**src/rtl/alu_mult_unit.sv**
```systemverilog
// alu_mult_unit: multi-cycle signed multiplier beside the EX-stage ALU.
// Radix-2 shift-add on operand magnitudes, sign applied on the final write.
// Holds the pipeline via stall until the HI/LO product is ready.
// Optional: define MULT_EARLY_TERM_EN to leave RUN once the multiplier is exhausted.
`timescale 1ns/1ps
module alu_mult_unit #(
  parameter int unsigned DATA_W    = 32,
  parameter logic [3:0]  MULT_CODE = 4'd14
) (
  input  logic              clk,
  input  logic              arst_n,
  input  logic [3:0]        alu_control,
  input  logic              op_valid,
  input  logic              flush,
  input  logic [DATA_W-1:0] input_a,
  input  logic [DATA_W-1:0] input_b,
  output logic              stall,
  output logic              done,
  output logic [DATA_W-1:0] result_lo,
  output logic [DATA_W-1:0] result_hi
);

  localparam int unsigned CNT_W = (DATA_W > 1) ? $clog2(DATA_W) : 1;

  typedef enum logic [1:0] {IDLE, RUN, DONE} state_t;

  state_t              state, state_nxt;
  logic                start;
  logic                run_exit;
  logic                neg;
  logic [CNT_W-1:0]    cnt;
  logic [2*DATA_W-1:0] mcand, acc, acc_nxt, prod_nxt;
  logic [DATA_W-1:0]   mplier, mplier_nxt;
  logic [DATA_W-1:0]   abs_a, abs_b;

  assign start = op_valid && (alu_control == MULT_CODE) && (state == IDLE) && !flush;
  assign stall = start || (state == RUN);
  assign done  = (state == DONE);

  // Operand magnitudes and the next shift-add step of the iteration.
  always_comb begin
    abs_a      = input_a[DATA_W-1] ? -input_a : input_a;
    abs_b      = input_b[DATA_W-1] ? -input_b : input_b;
    acc_nxt    = mplier[0] ? (acc + mcand) : acc;
    mplier_nxt = mplier >> 1;
    prod_nxt   = neg ? -acc_nxt : acc_nxt;
    run_exit   = (cnt == CNT_W'(DATA_W - 1));
`ifdef MULT_EARLY_TERM_EN
    // No multiplier bits left means no further adds can change acc.
    if (mplier_nxt == '0) run_exit = 1'b1;
`endif
  end

  // Next-state logic; flush squashes from any state.
  always_comb begin
    state_nxt = state;
    unique case (state)
      IDLE: if (start)    state_nxt = RUN;
      RUN:  if (run_exit) state_nxt = DONE;
      DONE: state_nxt = IDLE;
      default: state_nxt = IDLE;
    endcase
    if (flush) state_nxt = IDLE;
  end

  // State register.
  always_ff @(posedge clk or negedge arst_n) begin
    if (!arst_n) state <= IDLE;
    else         state <= state_nxt;
  end

  // Datapath: latch operands on start, iterate in RUN, write product on exit.
  always_ff @(posedge clk or negedge arst_n) begin
    if (!arst_n) begin
      mcand     <= '0;
      mplier    <= '0;
      acc       <= '0;
      neg       <= 1'b0;
      cnt       <= '0;
      result_lo <= '0;
      result_hi <= '0;
    end else if (start) begin
      mcand  <= {{DATA_W{1'b0}}, abs_a};
      mplier <= abs_b;
      neg    <= input_a[DATA_W-1] ^ input_b[DATA_W-1];
      acc    <= '0;
      cnt    <= '0;
    end else if ((state == RUN) && !flush) begin
      acc    <= acc_nxt;
      mcand  <= mcand << 1;
      mplier <= mplier_nxt;
      cnt    <= cnt + CNT_W'(1);
      if (run_exit) begin
        result_lo <= prod_nxt[DATA_W-1:0];
        result_hi <= prod_nxt[2*DATA_W-1:DATA_W];
      end
    end
  end

endmodule

```
**config.mk**
```make
export PLATFORM = sky130hd
export DESIGN_NAME = alu_mult_unit
export DESIGN_NICKNAME = d
export VERILOG_FILES = /design/src/rtl/alu_mult_unit.sv
export SDC_FILE = /design/constraint.sdc
export NUM_CORES = 1
export LEC_CHECK = 0
export ABC_CLOCK_PERIOD_IN_PS = 9200
export CAP_MARGIN = 20
export CELL_PAD_IN_SITES_DETAIL_PLACEMENT = 0
export CELL_PAD_IN_SITES_GLOBAL_PLACEMENT = 1
export CORE_ASPECT_RATIO = 1.75
export CORE_MARGIN = 5
export CORE_UTILIZATION = 30
export DETAILED_ROUTE_END_ITERATION = 12
export DONT_BUFFER_PORTS = 1
export PLACE_DENSITY_LB_ADDON = 0.1
export SYNTH_ARGS = -nofsm -noshare
export SYNTH_HDL_FRONTEND = slang
export SYNTH_SLANG_ARGS = --single-unit
```
**constraint.sdc**
```tcl
create_clock -name clk -period 9.2 [get_ports clk]
set_input_delay 0.92 -clock clk [delete_from_list [all_inputs] [get_ports clk]]
set_output_delay 0.92 -clock clk [all_outputs]
set_load 0.02 [all_outputs]
```
==> results.md, run 1 <==
- Final-report hold violation count: 0
- Wire length of the first global-routing pass: roughly 100 mm
- Post-route ant nets: 0
- Final-layout worst hold slack: 49.7 ps
- Status: finished, final reports clean
- Post-route fraction of the period consumed by the critical path: 0.549
- Total routing resource utilization after global routing: 0.208
- Crit path max fanout: 11
- Total overflow reported by the global router: 0
- CTS tree: yes
- FP Rows: 117
- Worst clock skew: 27.2 ps
- Clock transition at the registers of the reported paths: 60 ps
- IR drop worst, VDD: 0.180 mV
- Sink Count: 232
- Net Sw Power: 2230 uW
- Drt via density: 5.56
- Worst Path Arrival: 5500 ps
- Startpoint-to-endpoint class of the critical path: register to register
- Crit path required time: 9650 ps
- Hold crit path type: input port to asynchronous set/reset pin
- Max_cap viols: 0
- Fin crit period: slightly above 5000 ps
- PD cells: 253 nW/um^2
- Initial core utilization: 0.304
- Sequential group share of total power: 0.294
- Ports: 138
- Tightest slew margin relative to the limit: 0.135
- Number of antenna cells inserted: 0
- Proportion of power drawn by combinational gates: 0.477
- Cell-internal power: ~2600 uW
- Share of final-layout standard cells stronger than drive strength 1: 0.0604
- Setup repair after global routing missed its margin: false
- Vias after detailed routing: roughly 16000
- Number of synthesis warnings: 0
- Total Nets Final: 2272
- Start point of the critical path: mcand[0]
- Clk_lat worst skew: 600 ps
- Post-synthesis cell type with the largest combined area: dfrtp_1
- Vias in the first global route: 16700
- Syn nets: between 2000 and 2500
- Cell area after placement: around 18000 sq um
- Launching element type of the critical path: register
- H-tree lvl count: 1
- Number of slew-limit violations in the final report: 0
- FFs w/ async S/R, synth: 1.00
- Number of antenna violations at the first check in global routing: 0
- Setup Buffers After CTS: 0
- Number of clock buffers inserted by TritonCTS: 27
- Yosys cell types: 100
- Worst Slack Setup Final: 4150 ps
- Number of DRC violations after detailed-routing iteration 0: around 870
- # port buffers: 0
- Count of final setup violators: 0
- Slew at the pin closest to its max-slew limit: roughly 1300 ps
- Sequential fraction of the synthesis area: 0.328
- Routed wire length: 69.1 mm
- Cell chosen for the clock root: clkbuf_16
- Worst setup slack before clock tree synthesis: 4140 ps
- Post-synthesis sequential element count: about 230
- Final HPWL DP: 53.4 mm
- Clock network fraction of total power: 0.230
- Die H: about 330 microns
- Setup_tns: 0 ps
- Yosys top cell area share: 0.328
- Synthesized cell area: 17700 sq um
- Endpoint of the lowest-slack register-to-register path: result_hi[31]
- Count of filler cells inserted in the layout: 6343
- Post-synthesis instance total: 2221
- Reg-to-reg startpoint: mcand[0]
- Longest Clk Path Bufs: 3
- Final Wtd Congestion: between 0.9 and 1
- Per-instance average area after synthesis: 7.97 sq um
- Die area: 64100 sq um
- Library cell with the highest instance count after synthesis: nand2_1
- Detailed-routing iteration count for the pre-antenna-repair pass: 6
- Horizontal extent of the die: 194 microns
- Leakage Power: 0.00767 uW
- Final instance area: 19200 sq um
- Fmax: 0.198 GHz
- Overall power after layout: 4860 uW
- Core footprint: roughly 58000 sq um
- Flop2flop setup slack: 4150 ps
- Area overhead of the layout relative to synthesis: 8.46%
- Average routed wire per standard cell: about 24 microns
- List of most frequent post-synthesis cells: 363 x nand2_1, 261 x o21ai_0, 232 x dfrtp_1, 157 x nor2_1, 109 x a21oi_1
- Maximum number of pins on one net before global-route repair: 233
- Post-route DRC: 0
- Top cells by area, synth: dfrtp_1 33%, nand2_1 7.7%, o21ai_0 7.4%
- CTS Hold Buffers Added: 0
- Number of flops mapped to enable cells by yosys: 0
- R2R cell count: 15
- Crit path capture type: register
- Resize count post-CTS: 0
- Most used flip-flop cell after synthesis: dfrtp_1
- Switching Fraction: 0.458
==> metrics by stage <==
step	utilization	cells
after floorplan	-	2221
after global placement	0.314	2874
after detailed placement	0.314	2874
after CTS	0.329	2923
after global routing	0.329	2924
final	0.329	2924
==> kinds of logic (layout without fill, tap and decap cells) <==
logic type               Yosys count  in the layout  synth area share
multiplexers                      29             29            0.0168
buffers and inverters            174            104            0.0401
flip-flops                       232            232             0.328
XOR/XNOR                         148            148            0.0737
AND/OR/NAND/NOR                  854            854             0.229
adder cells (fa/ha/maj)           69             69            0.0492
AO/OA/AOI/OAI                    715            715             0.263
==> layout by cell type, fill, tap and decap left out, types with 27 or more instances in the layout <==
master,Yosys,routed
a31oi_1,42,42
xor2_1,52,52
o31ai_1,38,38
clkbuf_16,0,27
o21ai_0,261,261
a22oi_1,32,32
xnor2_1,95,95
o21ai_1,33,33
nor2_1,157,155
nand2_1,363,362
nor3_1,40,40
inv_1,29,28
a21oi_1,109,109
ha_1,68,68
nand3_1,86,86
dfrtp_1,232,230
nand4_1,42,42
==> final cells by class <==
type | count | area, sq um | area share
Multi-Input combinational cell | 1815 | 11200 | 0.584
Sequential cell | 232 | 5810 | 0.303
Tap cell | 773 | 967 | 0.0504
Clock buffer | 39 | 741 | 0.0386
Timing Repair Buffer | 25 | 208 | 0.0108
Clock inverter | 10 | 144 | 0.00750
Inverter | 30 | 113 | 0.00587
==> power groups by stage <==
| stage | logic [uW] | clock network [uW] | registers, uW |
|---|---|---|---|
| after floorplan | 1650 | 0 | 1310 |
| after global placement | 2330 | 0 | 1450 |
| after detailed placement | 2330 | 0 | 1450 |
| after CTS | 2340 | 1150 | 1430 |
| after global routing | 2540 | 1190 | 1440 |
| final | 2320 | 1120 | 1430 |
==> worst max path at each step <==
stage	end	slack, ps	depth (start not counted)
after global placement	result_hi[31]	4190	15
after global routing	result_hi[31]	3680	15
after CTS	result_hi[31]	4070	15
after floorplan	result_hi[27]	5240	17
after detailed placement	result_hi[31]	4140	15
final	result_hi[31]	4150	15
==> layer usage <==
layer / global-route usage / up-vias / share of wire
li1: - / 7924 / -
met1: 0.196 / 7793 / 0.33
met2: 0.408 / 380 / 0.55
met3: 0.0273 / 169 / 0.037
met4: 0.142 / 0 / 0.084
met5: 0 / - / 0
==> state kept, by name, indices dropped and copies added, names as in the netlist <==
name / count
acc: 64
result_lo: 32
mcand: 64
result_hi: 32
cnt: 5
mplier: 32
neg: 1
state: 2
==> critical path, cell delays in order (launching register included) <==
cell and delay (ps):
dfrtp_1 400, ha_1 250, inv_1 80, fa_1 170, and2b_1 230, o31a_1 310
o21ai_1 660, a21boi_0 200, o221ai_1 230, a31oi_1 190, a2111o_1 580, nor4_4 470
nand3_2 390, o41ai_1 500, xnor2_1 160, o21ai_1 80
Note: power is estimated with default switching activity, not from simulation.
==> run 2, diff against run 1 <==
--- a/config.mk
+++ b/config.mk
@@ -5,7 +5,7 @@
 export SDC_FILE = /design/constraint.sdc
 export NUM_CORES = 1
 export LEC_CHECK = 0
-export ABC_CLOCK_PERIOD_IN_PS = 9200
+export ABC_CLOCK_PERIOD_IN_PS = 5100
 export CAP_MARGIN = 20
 export CELL_PAD_IN_SITES_DETAIL_PLACEMENT = 0
 export CELL_PAD_IN_SITES_GLOBAL_PLACEMENT = 1
==> constraint.sdc (replaced) <==
create_clock -name clk -period 5.1 [get_ports clk]
set_input_delay 0.51 -clock clk [delete_from_list [all_inputs] [get_ports clk]]
set_output_delay 0.51 -clock clk [all_outputs]
set_load 0.02 [all_outputs]
==> run 2 against run 1 <==
Compared with the run above: clock-buffer cell count down 5; maximum frequency rose by 5.6%; design area rose by 2.5%; combinational power rose by 87%; clock skew is 14 ps lower; the run now ends with hold timing left; final cell count grew 1.3%; sequential share of layout area shrank 0.75 points; largest cell class unchanged; highest routed layer unchanged; utilization is 0.84 points higher; sequential power up 82%; largest power group unchanged.
==> results.md, run 2 (synthesis results as in run 1) <==
- Routed wire length: 70.9 mm (was 69.1 mm)
- Cell area after placement: 18600 sq um (was 18300 sq um)
- Horizontal extent of the die: 194 microns (unchanged)
- Post-route DRC: 0 (unchanged)
- Total routing resource utilization after global routing: 0.213 (was 0.208)
- Launching element type of the critical path: register (unchanged)
- Post-route fraction of the period consumed by the critical path: 0.937 (was 0.549)
- # port buffers: 0 (unchanged)
- Total overflow reported by the global router: 0 (unchanged)
- Die H: 331 microns (unchanged)
- Average routed wire per standard cell: 23.9 microns (was 23.6 microns)
- Setup Buffers After CTS: 0 (unchanged)
- Setup_tns: 0 ps (unchanged)
- Area overhead of the layout relative to synthesis: 11.2% (was 8.46%)
- Final-layout worst hold slack: -373 ps (was 49.7 ps)
- Failing checks: hold timing
- Post-route ant nets: 0 (unchanged)
- IR drop worst, VDD: 0.292 mV (was 0.180 mV)
- Number of antenna cells inserted: 0 (unchanged)
- Fmax: 0.209 GHz (was 0.198 GHz)
- Ports: 138 (unchanged)
- Leakage Power: 0.00794 uW (was 0.00767 uW)
- Number of slew-limit violations in the final report: 0 (unchanged)
- Reg-to-reg startpoint: acc[10] (was mcand[0])
- Sink Count: 232 (unchanged)
- FP Rows: 117 (unchanged)
- Worst setup slack before clock tree synthesis: 250 ps (was 4140 ps)
- R2R cell count: 16 (was 15)
- Worst Slack Setup Final: 322 ps (was 4150 ps)
- Final-report hold violation count: 232 (was 0)
- Detailed-routing iteration count for the pre-antenna-repair pass: 6 (unchanged)
- Most frequent standard cell in the layout excluding fill and tap cells: nand2_1 (unchanged)
- Number of clock buffers inserted by TritonCTS: 27 (unchanged)
- Finished Layout Cells: 2961 (was 2924)
- Fin crit period: 4780 ps (was 5050 ps)
- Share of final-layout standard cells stronger than drive strength 1: 0.0809 (was 0.0604)
- Slew at the pin closest to its max-slew limit: 1060 ps (was 1290 ps)
- Crit path capture type: register (unchanged)
- Commonest cells after routing, fill and taps aside: 362 x nand2_1, 261 x o21ai_0, 230 x dfrtp_1 (unchanged)
- Met1 Usage GRT: 0.189 (was 0.196)
- Met3 Usage GRT: 0.0298 (was 0.0273)
- Count of final setup violators: 0 (unchanged)
- Endpoint of the lowest-slack register-to-register path: result_hi[31] (unchanged)
- Setup repair after global routing missed its margin: false (unchanged)
- Wire length of the first global-routing pass: 106 mm (was 104 mm)
- Peak-usage layer in the global routing report: met2 (unchanged)
- Hold crit path type: input port to asynchronous set/reset pin (unchanged)
- Vias after detailed routing: 16400 (was 16300)
- Die area: 64100 sq um (unchanged)
- Top flop regs: acc x64, mcand x64 (unchanged)
- Cell chosen for the clock root: clkbuf_16 (unchanged)
- Crit path required time: 5550 ps (was 9650 ps)
- Initial core utilization: 0.304 (unchanged)
- Number of DRC violations after detailed-routing iteration 0: 901 (was 868)
- Worst clock skew: 13.6 ps (was 27.2 ps)
- Worst Path Arrival: 5230 ps (was 5500 ps)
- Core footprint: 58300 sq um (unchanged)
- Clock transition at the registers of the reported paths: 70 ps (was 60 ps)
- Placed Instances: 2912 (was 2874)
- Status: finished, violations left (was finished, final reports clean)
- Final HPWL DP: 54.6 mm (was 53.4 mm)
- Tightest slew margin relative to the limit: 0.289 (was 0.135)
- Crit path max fanout: 9 (was 11)
- Maximum number of pins on one net before global-route repair: 233 (unchanged)
- Startpoint-to-endpoint class of the critical path: register to register (unchanged)
- Vias in the first global route: 16800 (was 16700)
- Final instance area: 19700 sq um (was 19200 sq um)
- Met2 track demand over resource in global routing: 0.426 (was 0.408)
- Clk_lat worst skew: 590 ps (was 600 ps)
- Flop2flop setup slack: 320 ps (was 4150 ps)
- Final Wtd Congestion: 0.946 (was 0.974)
- CTS tree: yes (unchanged)
- Max_cap viols: 0 (unchanged)
- Total Nets Final: 2309 (was 2272)
- Longest Clk Path Bufs: 3 (unchanged)
- PD cells: 472 nW/um^2 (was 253 nW/um^2)
- Number of antenna violations at the first check in global routing: 0 (unchanged)
- Drt via density: 5.55 (was 5.56)
- H-tree lvl count: 1 (unchanged)
## run 2: changes by cell type in the layout (fill, tap and decap cells not counted), sizes merged
cell | before | now
buf | 25 | 62
bufinv | 3 | 9
clkbuf | 39 | 34
clkinv | 7 | 3
clkinvlp | 0 | 2
inv | 30 | 31
## run 2: cell type report
cell class                 count  area, sq um
clock buffer                  34          742
fill                        6358        38600
inverter                      30          113
clock inverter                15          324
sequential                   232         5810
multi-input combinational   1815        11200
tap                          773          967
timing repair buffer          62          503
## run 2: worst max-delay path, cell delays in order (launching register included)
cell       delay (ps)
dfrtp_1           480
ha_1              520
nand4_1           220
a211oi_2          290
o21ai_1           150
a21boi_0          180
a2111oi_0         750
buf_4             250
o31a_1            120
nor3_1             50
buf_4             170
nor4b_1           450
nand4b_1          230
o41ai_1           420
buf_4             170
xnor2_1           100
o21ai_1            70
## run 2: timing repair
action,CTS,global route
endpoints found under the hold margin,232,232
resized for setup,0,4
setup endpoints to repair,0,14
## run 2: power breakdown
group / switching, uW / leakage, uW / internal [uW] / total (uW)
sequential: 454 / 0.00309 / 2150 / 2600
clock: 882 / 0.000515 / 1490 / 2370
combinational: 2760 / 0.00433 / 1560 / 4330
## run 2: worst max path at each step
| stage | startpoint | to | slack [ps] | depth (start not counted) |
|---|---|---|---|---|
| floorplan | mcand[0] | result_hi[27] | 1140 | 17 |
| global placement | mcand[0] | result_hi[31] | 280 | 17 |
| detailed placement | mcand[0] | result_hi[31] | 250 | 17 |
| CTS | mcand[0] | result_hi[26] | 200 | 15 |
| global route | mcand[0] | result_hi[31] | 130 | 17 |
| finish | acc[10] | result_hi[31] | 320 | 16 |
## run 2: layer usage
metal,vias up,wire length (microns)
met5,-,0
met4,0,6370
met3,181,2630
met2,398,39400
met1,7868,22400
li1,7991,-
## run 2: through the flow
| stage | utilization | hold WS [ps] | power, uW |
|---|---|---|---|
| 2_1_floorplan | - | 214 | 5350 |
| 3_3_place_gp | 0.319 | 244 | 6970 |
| 3_5_place_dp | 0.319 | 244 | 6990 |
| 4_1_cts | 0.338 | -394 | 9420 |
| 5_1_grt | 0.338 | -402 | 9860 |
| 6_report | 0.338 | -373 | 9300 |
